`src/rtl/hazard_sb.sv`:
```
// rtl/hazard_sb.sv - scoreboard hazard unit: D-stage stall, D/E forwarding selects, mult/div busy, stall counter
module hazard_sb #(
  parameter int NRP      = 2,
  parameter int AW       = 5,
  parameter int DEPTH    = 3,
  parameter int TW       = 2,
  parameter int MULT_LAT = 5,
  parameter int DIV_LAT  = 10,
  localparam int SW      = $clog2(DEPTH)
) (
  input  logic              clk,
  input  logic              reset,
  input  logic [NRP*AW-1:0] rd_addr_D,
  input  logic [NRP*TW-1:0] tuse_D,
  input  logic [AW-1:0]     dst_D,
  input  logic              wr_D,
  input  logic [TW-1:0]     tnew_D,
  input  logic              ismd_D,
  input  logic              md_start_E,
  input  logic              md_div_E,
  output logic              stall,
  output logic [NRP*SW-1:0] fwd_sel_D,
  output logic [NRP*SW-1:0] fwd_sel_E,
  output logic              md_busy,
  output logic [31:0]       stall_cnt
);

  localparam int MAX_LAT = (DIV_LAT > MULT_LAT) ? DIV_LAT : MULT_LAT;
  localparam int CW      = $clog2(MAX_LAT + 1);

  logic          v_q  [DEPTH];
  logic [AW-1:0] rd_q [DEPTH];
  logic [TW-1:0] tn_q [DEPTH];
  logic [AW-1:0] ea_q [NRP];
  logic [CW-1:0] md_cnt;
  logic [NRP-1:0] port_stall;

  assign md_busy = (md_cnt != '0);

  // Slots are scanned oldest to youngest so the youngest matching writer overwrites older ones.
  always_comb begin
    logic          hit_d, hit_e;
    logic [SW-1:0] k_d, k_e;
    logic [TW-1:0] t_d, t_e;
    logic [AW-1:0] a_d;
    logic [TW-1:0] tu;
    port_stall = '0;
    fwd_sel_D  = '0;
    fwd_sel_E  = '0;
    for (int p = 0; p < NRP; p++) begin
      a_d   = rd_addr_D[p*AW +: AW];
      tu    = tuse_D[p*TW +: TW];
      hit_d = 1'b0;
      k_d   = '0;
      t_d   = '0;
      hit_e = 1'b0;
      k_e   = '0;
      t_e   = '0;
      for (int k = DEPTH - 1; k >= 0; k--) begin
        if (v_q[k] && rd_q[k] == a_d && a_d != '0) begin
          hit_d = 1'b1;
          k_d   = SW'(k);
          t_d   = tn_q[k];
        end
      end
      for (int k = DEPTH - 1; k >= 1; k--) begin
        if (v_q[k] && rd_q[k] == ea_q[p] && ea_q[p] != '0) begin
          hit_e = 1'b1;
          k_e   = SW'(k);
          t_e   = tn_q[k];
        end
      end
      port_stall[p] = hit_d && ((t_d > tu) || (k_d == '0 && tu == '0));
      if (hit_d && k_d != '0 && t_d == '0)
        fwd_sel_D[p*SW +: SW] = k_d;
      if (hit_e && t_e == '0)
        fwd_sel_E[p*SW +: SW] = k_e;
    end
    stall = (|port_stall) || (ismd_D && (md_busy || md_start_E));
  end

  always_ff @(posedge clk) begin
    if (reset) begin
      for (int k = 0; k < DEPTH; k++) begin
        v_q[k]  <= 1'b0;
        rd_q[k] <= '0;
        tn_q[k] <= '0;
      end
      for (int p = 0; p < NRP; p++)
        ea_q[p] <= '0;
      md_cnt    <= '0;
      stall_cnt <= '0;
    end else begin
      v_q[0]  <= wr_D && (dst_D != '0) && !stall;
      rd_q[0] <= dst_D;
      tn_q[0] <= tnew_D;
      for (int k = 0; k < DEPTH - 1; k++) begin
        v_q[k+1]  <= v_q[k];
        rd_q[k+1] <= rd_q[k];
        tn_q[k+1] <= (tn_q[k] == '0) ? '0 : tn_q[k] - TW'(1);
      end
      // A stalled D instruction enters E as a bubble, so its operands must not match.
      for (int p = 0; p < NRP; p++)
        ea_q[p] <= stall ? '0 : rd_addr_D[p*AW +: AW];
      if (md_start_E)
        md_cnt <= md_div_E ? CW'(DIV_LAT) : CW'(MULT_LAT);
      else if (md_cnt != '0)
        md_cnt <= md_cnt - CW'(1);
      if (stall && stall_cnt != 32'hFFFF_FFFF)
        stall_cnt <= stall_cnt + 32'd1;
    end
  end

endmodule
```
`config.mk`:
```
export PLATFORM = sky130hd
export DESIGN_NAME = hazard_sb
export DESIGN_NICKNAME = d
export VERILOG_FILES = /design/src/rtl/hazard_sb.sv
export SDC_FILE = /design/constraint.sdc
export NUM_CORES = 1
export LEC_CHECK = 0
export ABC_CLOCK_PERIOD_IN_PS = 3500
export BUFFER_PORTS_ARGS = -buffer_cell sky130_fd_sc_hd__buf_2
export CORE_MARGIN = 2
export CORE_UTILIZATION = 40
export DETAILED_ROUTE_END_ITERATION = 6
export HOLD_SLACK_MARGIN = 0.05
export PLACE_DENSITY = 0.67
export SYNTH_ARGS = -nofsm -noshare
export SYNTH_HDL_FRONTEND = slang
export SYNTH_SLANG_ARGS = --single-unit
```
`constraint.sdc`:
```
create_clock -name clk -period 3.5 [get_ports clk]
set_clock_uncertainty 0.05 [all_clocks]
set_input_delay 0.175 -clock clk [delete_from_list [all_inputs] [get_ports clk]]
set_output_delay 0.175 -clock clk [all_outputs]
set_load 0.1 [all_outputs]
```
## Yosys cells after proc, flatten, opt, wreduce, memory -nomap -nowiden

Memories as Yosys holds them, arrays and structs flattened.
Cells that the tools add are included.

- Memories kept: 4
- Bits in writable memories: 34
- Output and inout bits: 42
- Register bits after elaboration: 36
- Logic and storage cells: 148
- Input port bits: 27

- Multiplexer cells: 55
- Equal/unequal tests: 11
- Add/sub/neg operators: 4
- Order comparisons: 2
- Bitwise operators: 11
- Reductions and logical operators: 59

Memory list:

| memory | words | bits a word | rd ports | clocked after Yosys merged registers in | write ports | RTL line | RTL |
|---|---|---|---|---|---|---|---|
| rd_q | 3 | 5 | 3 | 0 | 3 | 32 | `logic [AW-1:0] rd_q [DEPTH];` |
| ea_q | 2 | 5 | 2 | 0 | 2 | 34 | `logic [AW-1:0] ea_q [NRP];` |
| tn_q | 3 | 2 | 3 | 0 | 3 | 33 | `logic [TW-1:0] tn_q [DEPTH];` |
| v_q | 3 | 1 | 3 | 0 | 3 | 31 | `logic v_q [DEPTH];` |

Operators with widths:

| operator | number |
|---|---|
| two-way mux 2 bit | 29 |
| equality test 5 bit | 10 |
| two-way mux 5 bit | 7 |
| logical AND 1 bit | 34 |
| adder 32 x 1 -> 32 bit, second input constant | 1 |
| inequality test 32 bit, second input constant | 1 |
| nonzero test 5 bit | 5 |
| logical NOT 2 bit | 10 |
| two-way mux 1 bit | 16 |
| two-way mux 4 bit | 3 |
| OR 1 bit | 11 |
| nonzero test 2 bit | 3 |
| greater-than comparator 2 bit | 2 |
| logical OR 1 bit | 4 |
| nonzero test 4 bit | 1 |
| subtractor 2 x 1 -> 2 bit, second input constant | 2 |
| subtractor 4 x 1 -> 4 bit, second input constant | 1 |
| OR reduction 2 bit | 1 |
| logical NOT 1 bit | 1 |

## Depth between registers and ports, before layout

Gate-level depths: netlist of run 1.

- Depth in word-level cells: 15
- Mapped depth: 18
- Depth with buffers taken out: 15

## Worst setup path before layout of run 1

No wires, ideal clock.

- Path type: flip-flop to output port
- Start: memory rd_q[1][3], in the netlist rd_q[0][8]
- End: output port fwd_sel_D[0]
- Stages on the path, launching flop included: 6
- Path slack: -1,103 ps
- Arrival: 4,378 ps
- Path buffers: 1
- Cell sequence: dfxtp_1 -> clkbuf_1 -> xnor2_1 -> nand4_1 -> nor4_1 -> nor4b_1

RTL lines:

| what | RTL line | RTL |
|---|---|---|
| start, declared | 32 |  |
| end, declared | 22 | `output logic [NRP*SW-1:0] fwd_sel_D,` |

==> results.txt, run 1 <==
* Area of the core: 9200 um2
* Row count: 35
- The final reports fail on setup timing.
- Worst supply voltage drop on vdd: 180 uV
- Wirelength per Cell: 14.9 um
- The final count of hold timing violations was 0.
- In the finished design, the share of the clock period the worst path needs comes to 1.00.
* X dimension of the die: 101 um
* Worst hold start: md_start_E
- On the worst path, the slowest cell contributes a delay of 0.46 ns.
* Maximum clock frequency: 285 MHz
* Mean instance size in the synthesized netlist: 8.64 um2
* Count of unique library cells instantiated by Yosys: 42
- Ys flop type: sky130_fd_sc_hd__dfxtp_1
- Port Buffer Count: 68
- Sort of element at the start of the critical path: flip-flop
- Post-Synthesis Cell Area: 3780 um2
- Vertical extent of the die: 101 um
* Pre-CTS setup slack: -0.0472 ns
* Pwr/cell area: 357 nW/um2
* First-pass GRT wire length: 15600 um
- sky130_fd_sc_hd__dfxtp_1 is the most common cell in the netlist.
* Unrepaired setup endpoints after global routing: true
- Of all flip-flops after synthesis, the portion carrying an async set or reset was 0.
- Count of mapped cells out of synthesis: 437
* Ranking of synthesized cells by instance count: sky130_fd_sc_hd__dfxtp_1 (70), sky130_fd_sc_hd__xnor2_1 (33), sky130_fd_sc_hd__nor2b_1 (31), sky130_fd_sc_hd__a21oi_1 (30), sky130_fd_sc_hd__nor2_1 (26)
- Number of endpoints failing setup at the final stage: 1
- The tree built by TritonCTS fans out to 70 sinks.
- Number of DRC markers after the initial detailed-route iteration: 143
- Clock root buffer: sky130_fd_sc_hd__clkbuf_8
* Count of buffer and inverter cells on the critical path: 3
- Worst path top cell family by delay: compound AO/OA/AOI/OAI gates
- Count of nets left with antenna violations after detail routing: 0
- For this configuration, the core starts out at a cell density of 0.411.
- Syn-to-layout area delta: 32.5%
* Routability congestion estimate: 0.841
- Worst-path cell chain: xnor2_1 > nand4_1 > or4_4 > nor2_4 > a221oi_2 > a21oi_1 > ha_1 > nor2b_2 > o21ai_2 > o21ai_1 > a221oi_2 > o221a_4 > buf_12 > clkinvlp_4 > buf_6
* Total number of vias: 3491
- In this run the worst setup path begins at rd_q[0][13].
- Total wirelength of the detailed-routed design: 9730 um
* Slew @ Worst Pin: 0.750 ns
- Counting every net in the synthesized netlist gives 473.
- After synthesis, the cell types taking the most area are sky130_fd_sc_hd__dfxtp_1 (37%), sky130_fd_sc_hd__xnor2_1 (7.7%), sky130_fd_sc_hd__nor2b_1 (5.1%).
- The later pin in the worst-skew pair is clocked with a latency of 0.35 ns.
* Count of nets after finishing: 576
* WP data arrival: 3.28 ns
- Total track usage: 0.193
* Detailed-placement wirelength estimate: 7110 um
- HP Class: input pin to flip-flop
- Max-cap violations in this run came to 0.
- Yosys mapped a number of flops with a built-in enable equal to 0.
* Number of warnings issued by yosys: 0
* Reported leakage power: 2.02 nW
- Max Buffers Root-to-Sink: 2
- Summed over all failing endpoints, the final setup total negative slack is -0.00983 ns.
- The number of global-route vias before repair is 3259.
- For this run, design rule violations remaining after detail routing come to 0.
* Minimum setup slack in the final design: -0.00983 ns
- In this run the critical register-to-register path is launched from rd_q[0][8].
* Max FO, Critical Path: 10
- Fraction of layout cells with a size suffix above 1: 0.323
- After synthesis the netlist holds a flip-flop and latch count of 70.
* Result of the run: complete, but fails checks
* Yosys top cell area share: 0.371
- Buffers inserted during clock tree synthesis total 9.
- Diodes inserted: 0
- The initial antenna violation count was 0.
- Data on the critical path is required at its endpoint by 3.27 ns.
- The worst setup path is of the flip-flop to output pin kind.
* Remaining global-route overflow: 0
- Detailed Routing Iterations Pass 1: 4
- Pin count of the biggest net entering global routing: 41
- Of all cell types, the one taking the most synthesized area is sky130_fd_sc_hd__dfxtp_1.
* TritonCTS clock tree: yes
* Reg clk slew, reported paths: 0.07 ns
* DIE AREA: 10200 um2
- Clock H-tree levels: 3
- Headroom to the max-slew limit came out at 0.500.
* Count of pins over their slew limit: 0
- On the critical path, the stage with the largest delay is an instance of sky130_fd_sc_hd__or4_4.
- 69 I/O pins were placed.
- Final min period: 3.51 ns
- For this run, the register share of the synthesized area comes to 0.371.
- Crit. End Element: output pin
- Dividing the detail-routed via count by the number of cells gives 5.35.
* Most common cell type on the critical path: sky130_fd_sc_hd__a221oi_2
-- tightest hold or removal path, delay by kind of cell --
kind	cells	cell delay, ns
and+or+nand+nor	1	0.07
buffers and inverters	1	0.14
AOI/OAI and AO/OA	1	0.08
-- cells in the final DEF, fill, tap and decap left out, types with 5 or more instances in the layout --
cell type	Yosys	final
sky130_fd_sc_hd__dfxtp_2	0	6
sky130_fd_sc_hd__nor3_1	6	6
sky130_fd_sc_hd__o21ai_0	24	19
sky130_fd_sc_hd__or4_1	12	10
sky130_fd_sc_hd__nor2_1	26	22
sky130_fd_sc_hd__inv_1	10	9
sky130_fd_sc_hd__or3_1	22	21
sky130_fd_sc_hd__buf_4	0	37
sky130_fd_sc_hd__xor2_1	20	20
sky130_fd_sc_hd__nand3_1	10	10
sky130_fd_sc_hd__and2_1	11	11
sky130_fd_sc_hd__nor2b_1	31	30
sky130_fd_sc_hd__ha_1	9	9
sky130_fd_sc_hd__clkbuf_8	0	10
sky130_fd_sc_hd__and3_1	7	7
sky130_fd_sc_hd__buf_2	2	67
sky130_fd_sc_hd__dfxtp_1	70	62
sky130_fd_sc_hd__nand4_1	23	23
sky130_fd_sc_hd__dlygate4sd3_1	0	9
sky130_fd_sc_hd__xnor2_2	0	6
sky130_fd_sc_hd__a21oi_1	30	28
sky130_fd_sc_hd__xnor2_1	33	27
sky130_fd_sc_hd__nor4_4	0	5
sky130_fd_sc_hd__nand2_1	15	15
-- through the flow --
| stage | power, W | hold WS, ns | std cells | cell area [um2] | utilization |
|---|---|---|---|---|---|
| global placement | 0.00115 | 0.346 | 626 | 4500 | 0.490 |
| global route | 0.00186 | 0.110 | 653 | 5000 | 0.544 |
| finish | 0.00179 | 0.101 | 653 | 5000 | 0.544 |
| detailed placement | 0.00116 | 0.362 | 626 | 4500 | 0.490 |
| floorplan | 0.00107 | 0.247 | 437 | 3880 | - |
| CTS | 0.00179 | 0.0634 | 652 | 4810 | 0.524 |
-- power breakdown --
group | internal, W | total (W) | switching (W)
clock network | 0.000336 | 0.000622 | 0.000286
logic | 0.000133 | 0.000310 | 0.000177
registers | 0.000823 | 0.000855 | 0.0000323
-- area by class of cell --
type | instances | area [um2]
fill | 827 | 4190
clock inverter | 2 | 35.0
tap | 111 | 139
inverter | 10 | 41.3
clock buffer | 11 | 141
timing repair buffer | 117 | 766
multi-input combinational | 332 | 2470
sequential | 70 | 1420
-- kinds of logic (layout without fill, tap and decap cells) --
group                      after synthesis  in the layout  synth area share
adders and majority gates                9              9            0.0298
and+or+nand+nor                        192            192             0.305
buffers and inverters                   35            140            0.0374
xor gates and xnor gates                53             53             0.123
muxes                                    8              8            0.0238
AOI/OAI and AO/OA                       70             70             0.110
DFF                                     70             70             0.371
-- flip-flops by register name, indices dropped and copies added, names as in the netlist --
register and count:
md_cnt 4, ea_q 10, stall_cnt 32, tn_q 6, rd_q 15, v_q 3
-- repair_timing --
action,4_1_cts,5_1_grt
hold buffers,9,0
gates resized for setup,9,36
gates cloned,0,0
pin swaps,5,13
setup buffers,4,1
hold endpoints to repair,10,0
endpoints found under the setup margin,1,27
-- layer usage --
layer  part of all wire  track usage  vias to the layer above
met2               0.47        0.308                       73
met4              0.018       0.0728                        0
met1               0.47        0.259                     1632
met5                  0            0                        -
met3              0.044       0.0407                       17
li1                   -            -                     1769
-- path summary, 6_finish.rpt --
check	slack (ns)	cells past startpoint	endpoint
setup reg to reg	0.12	17	stall_cnt[28]
hold reg to reg	0.44	1	tn_q[0][2]
setup / recovery	-0.01	15	stall
hold / removal	0.10	3	md_cnt[1]
Note: power is estimated with default switching activity, not from simulation.
==> run 2, diff against run 1 <==
==> config.mk (replaced) <==
export PLATFORM = sky130hd
export DESIGN_NAME = hazard_sb
export DESIGN_NICKNAME = d
export VERILOG_FILES = /design/src/rtl/hazard_sb.sv
export SDC_FILE = /design/constraint.sdc
export NUM_CORES = 1
export LEC_CHECK = 0
export ABC_CLOCK_PERIOD_IN_PS = 3190
export BUFFER_PORTS_ARGS = -buffer_cell sky130_fd_sc_hd__buf_2
export CORE_MARGIN = 2
export CORE_UTILIZATION = 25
export DETAILED_ROUTE_END_ITERATION = 6
export HOLD_SLACK_MARGIN = 0.05
export PLACE_DENSITY = 0.48
export SYNTH_ARGS = -nofsm -noshare
export SYNTH_HDL_FRONTEND = slang
export SYNTH_SLANG_ARGS = --single-unit
==> constraint.sdc (replaced) <==
create_clock -name clk -period 3.19 [get_ports clk]
set_clock_uncertainty 0.05 [all_clocks]
set_input_delay 0.1595 -clock clk [delete_from_list [all_inputs] [get_ports clk]]
set_output_delay 0.1595 -clock clk [all_outputs]
set_load 0.1 [all_outputs]
==> run 2 against run 1 <==
Effect of this change:
- the run still ends with setup timing left
- design area rose by 12%
- die area increased by 57%
- register-to-register slack worse by 0.45 ns
- critical path type unchanged
- highest routed layer unchanged
==> results.txt, run 2 (synthesis gave the netlist of run 1 again) <==
- Worst hold start: rd_addr_D[0]
- Instance count along the most critical hold path: 2 (-1)
- The data arrival time of the critical path is 3.32 ns (+0.04 ns).
- The placer's final routability congestion estimate was 0.846 (+0.62%).
- The total track usage is 0.146 (-0.0477).
- TritonCTS clock tree: yes
- The half-perimeter wire length after placement is 8140 um (+14%).
- X dimension of the die: 127 um (+25%)
- The number of clock sinks seen by CTS came to 70 (unchanged).
- The clock transition time at the flip-flop clock pins of the worst setup and hold paths is 0.05 ns (-0.02 ns).
- Slowest stage cell on the critical path: sky130_fd_sc_hd__dfxtp_4
- The initial cell density of the core came to 0.258 (-0.153).
* Count of nets after finishing: 601 (+4.3%)
- The number of flip-flops in the largest register was 32 (unchanged).
- Number of endpoints failing setup at the final stage: 44 (+43)
* Data required time of the critical path: 2.98 ns (-0.29 ns)
- Final min period: 3.53 ns
- Remaining global-route overflow: 0 (unchanged)
- Later-pin clock latency in the skew report: 0.35 ns (about the same)
- Pwr/cell area: 435 nW/um2 (+22%)
* Wirelength per Cell: 15.1 um (+1.6%)
- Most common library cell in the layout ignoring fill and taps: sky130_fd_sc_hd__buf_2
- The remaining antenna violation count is 0 (unchanged).
* Max Buffers Root-to-Sink: 2 (unchanged)
* Number of DRC markers after the initial detailed-route iteration: 169 (+18%)
- Syn-to-layout area delta: 47.8%
- Reg2Reg Launch Point: rd_q[0][8]
* First-pass GRT wire length: 18500 um (+18%)
- The count of cells along the worst register-to-register path came to 17 (unchanged).
- Clock H-tree levels: 3 (unchanged)
- HP Class: input pin to flip-flop
- Port Buffer Count: 68 (unchanged)
- Capture endpoint of the worst hold path: ea_q[0][0]
- Diodes inserted: 0 (unchanged)
- The number of pins exceeding their max-slew limit in the final report is 0 (unchanged).
- The number of standard-cell rows in the floorplan was 44 (+26%).
- Critical path launch point: rd_q[0][8]
* Reported leakage power: 2.26 nW (+12%)
- Non-filler instance count after layout: 754 (+15%)
- Result of the run: complete, but fails checks
* Area of the core: 14600 um2 (+59%)
- Type of the worst setup path: flip-flop to output pin
* R2R setup slack: -0.33 ns (-0.45 ns)
- The endpoint identified for the worst register-to-register timing path is stall_cnt[17].
- Walking the worst path, the cells encountered are xnor2_2 > nand4_1 > nor4_4 > nor2_2 > a221oi_2 > a21oi_1 > ha_1 > nor2b_4 > o21ai_2 > o21ai_2 > a221oi_2 > o221a_4 > buf_12 > clkinvlp_4 > buf_8.
- The checks that failed: setup timing.
- The number of cells in the design after placement is 713 (+14%).
* Fraction of layout cells with a size suffix above 1: 0.372 (+0.0491)
* Most frequent cells in the layout: sky130_fd_sc_hd__buf_2 (67), sky130_fd_sc_hd__dfxtp_1 (63), sky130_fd_sc_hd__buf_4 (51)
- Sort of element at the start of the critical path: flip-flop
* Number of antenna violations at the first check in global routing: 0 (unchanged)
* Number of global-route vias before repair: 3583 (+9.9%)
- The count of max-cap constraint violations is 0 (unchanged).
- The die outline area came to 16100 um2 (+57%).
* Total CTS buffers: 9 (unchanged)
- The die boundary height is 127 um (+25%).
* Post-DP Area: 4710 um2 (+4.7%)
- Crit. End Element: output pin
- Total power after layout: 0.00243 W (+36%)
- Cell count along the critical path: 15 (unchanged)
- Total wirelength of the detailed-routed design: 11400 um (+17%)
- Detailed Routing Iterations Pass 1: 4 (unchanged)
- The worst stage delay on the critical path is 0.36 ns (-0.10 ns).
- The largest registers in the layout are stall_cnt x32, rd_q x15, ea_q x10.
* Minimum setup slack in the final design: -0.337 ns (-0.327 ns)
* Post-route standard cell area excluding fillers: 5580 um2 (+12%)
- The per-cell via count in the routed design came to 4.78 (-11%).
- I/O pin count: 69 (unchanged)
- Pin count of the biggest net entering global routing: 52 (+27%)
- Unrepaired setup endpoints after global routing: true
- Rel. slew slack: 0.344 (-0.156)
- For this run, the top clock speed supported by timing is 284 MHz.
* Clock root buffer: sky130_fd_sc_hd__clkbuf_16
- The largest fanout on the critical path is 3 (-7).
* Slew @ Worst Pin: 0.984 ns (+0.234 ns)
* Count of buffer and inverter cells on the critical path: 3 (unchanged)
* Worst supply voltage drop on vdd: 211 uV (+17%)
* Final number of hold-violating endpoints: 0 (unchanged)
- Share of the clock period used by the worst path: 1.11
* Total number of vias: 3601 (+3.2%)
- More flip-flops sit in one register than any other, and that register is stall_cnt.
- On the critical path the largest part of the delay comes from compound AO/OA/AOI/OAI gates.
* Number of remaining DRC errors: 0 (unchanged)
-- run 2: repair_timing --
item	4_1_cts	5_1_grt
pin swaps	16	38
resized for setup	39	39
setup endpoints to repair	44	44
gates cloned	2	1
buffers inserted	7	6
hold endpoints to repair	9	0
hold buffers	9	0
-- run 2: routing by layer --
| metal | vias up | GRT usage | share of wire |
|---|---|---|---|
| met3 | 16 | 0.0245 | 0.026 |
| met2 | 51 | 0.224 | 0.45 |
| met4 | 0 | 0.0711 | 0.021 |
| met1 | 1710 | 0.198 | 0.50 |
| li1 | 1824 | - | - |
| met5 | - | 0 | 0 |
-- run 2: report_power, final --
| group | total (W) | switching (W) | internal [W] |
|---|---|---|---|
| Combinational | 0.000405 | 0.000215 | 0.000190 |
| Sequential | 0.000940 | 0.0000361 | 0.000903 |
| Clock | 0.00108 | 0.000381 | 0.000703 |
-- run 2: cell type report --
cell class / instances / area (um2)
fill: 1526 / 9060
multi-input combinational: 332 / 2530
sequential: 70 / 1420
timing repair buffer: 142 / 1040
clock buffer: 12 / 246
tap: 184 / 230
clock inverter: 4 / 70.1
inverter: 10 / 41.3
-- run 2: worst max-delay path by stage --
stage | endpoint | slack, ns
final | stall | -0.34
after global routing | stall | -0.54
after CTS | stall | -0.32
after detailed placement | stall_cnt[16] | -0.42
after global placement | stall | -0.36
after floorplan | stall | -0.32
-- run 2: per-stage QoR --
step	utilization	hold slack, ns	setup WS (ns)	TNS [ns]
finish	0.381	0.0926	-0.337	-9.72
global route	0.381	0.0996	-0.545	-19.71
CTS	0.368	0.0794	-0.322	-7.12
detailed placement	0.322	0.331	-0.421	-12.89
global placement	0.322	0.339	-0.364	-9.57
floorplan	-	0.231	-0.319	-2.79
-- run 2: worst register-to-register path, delay by kind of cell (launching register included) --
| family | cells | cell delay [ns] |
|---|---|---|
| DFF | 1 | 0.36 |
| xor gates and xnor gates | 1 | 0.13 |
| buffers and inverters | 5 | 0.62 |
| and+or+nand+nor | 5 | 1.24 |
| AOI/OAI and AO/OA | 5 | 0.74 |
| adders and majority gates | 1 | 0.32 |
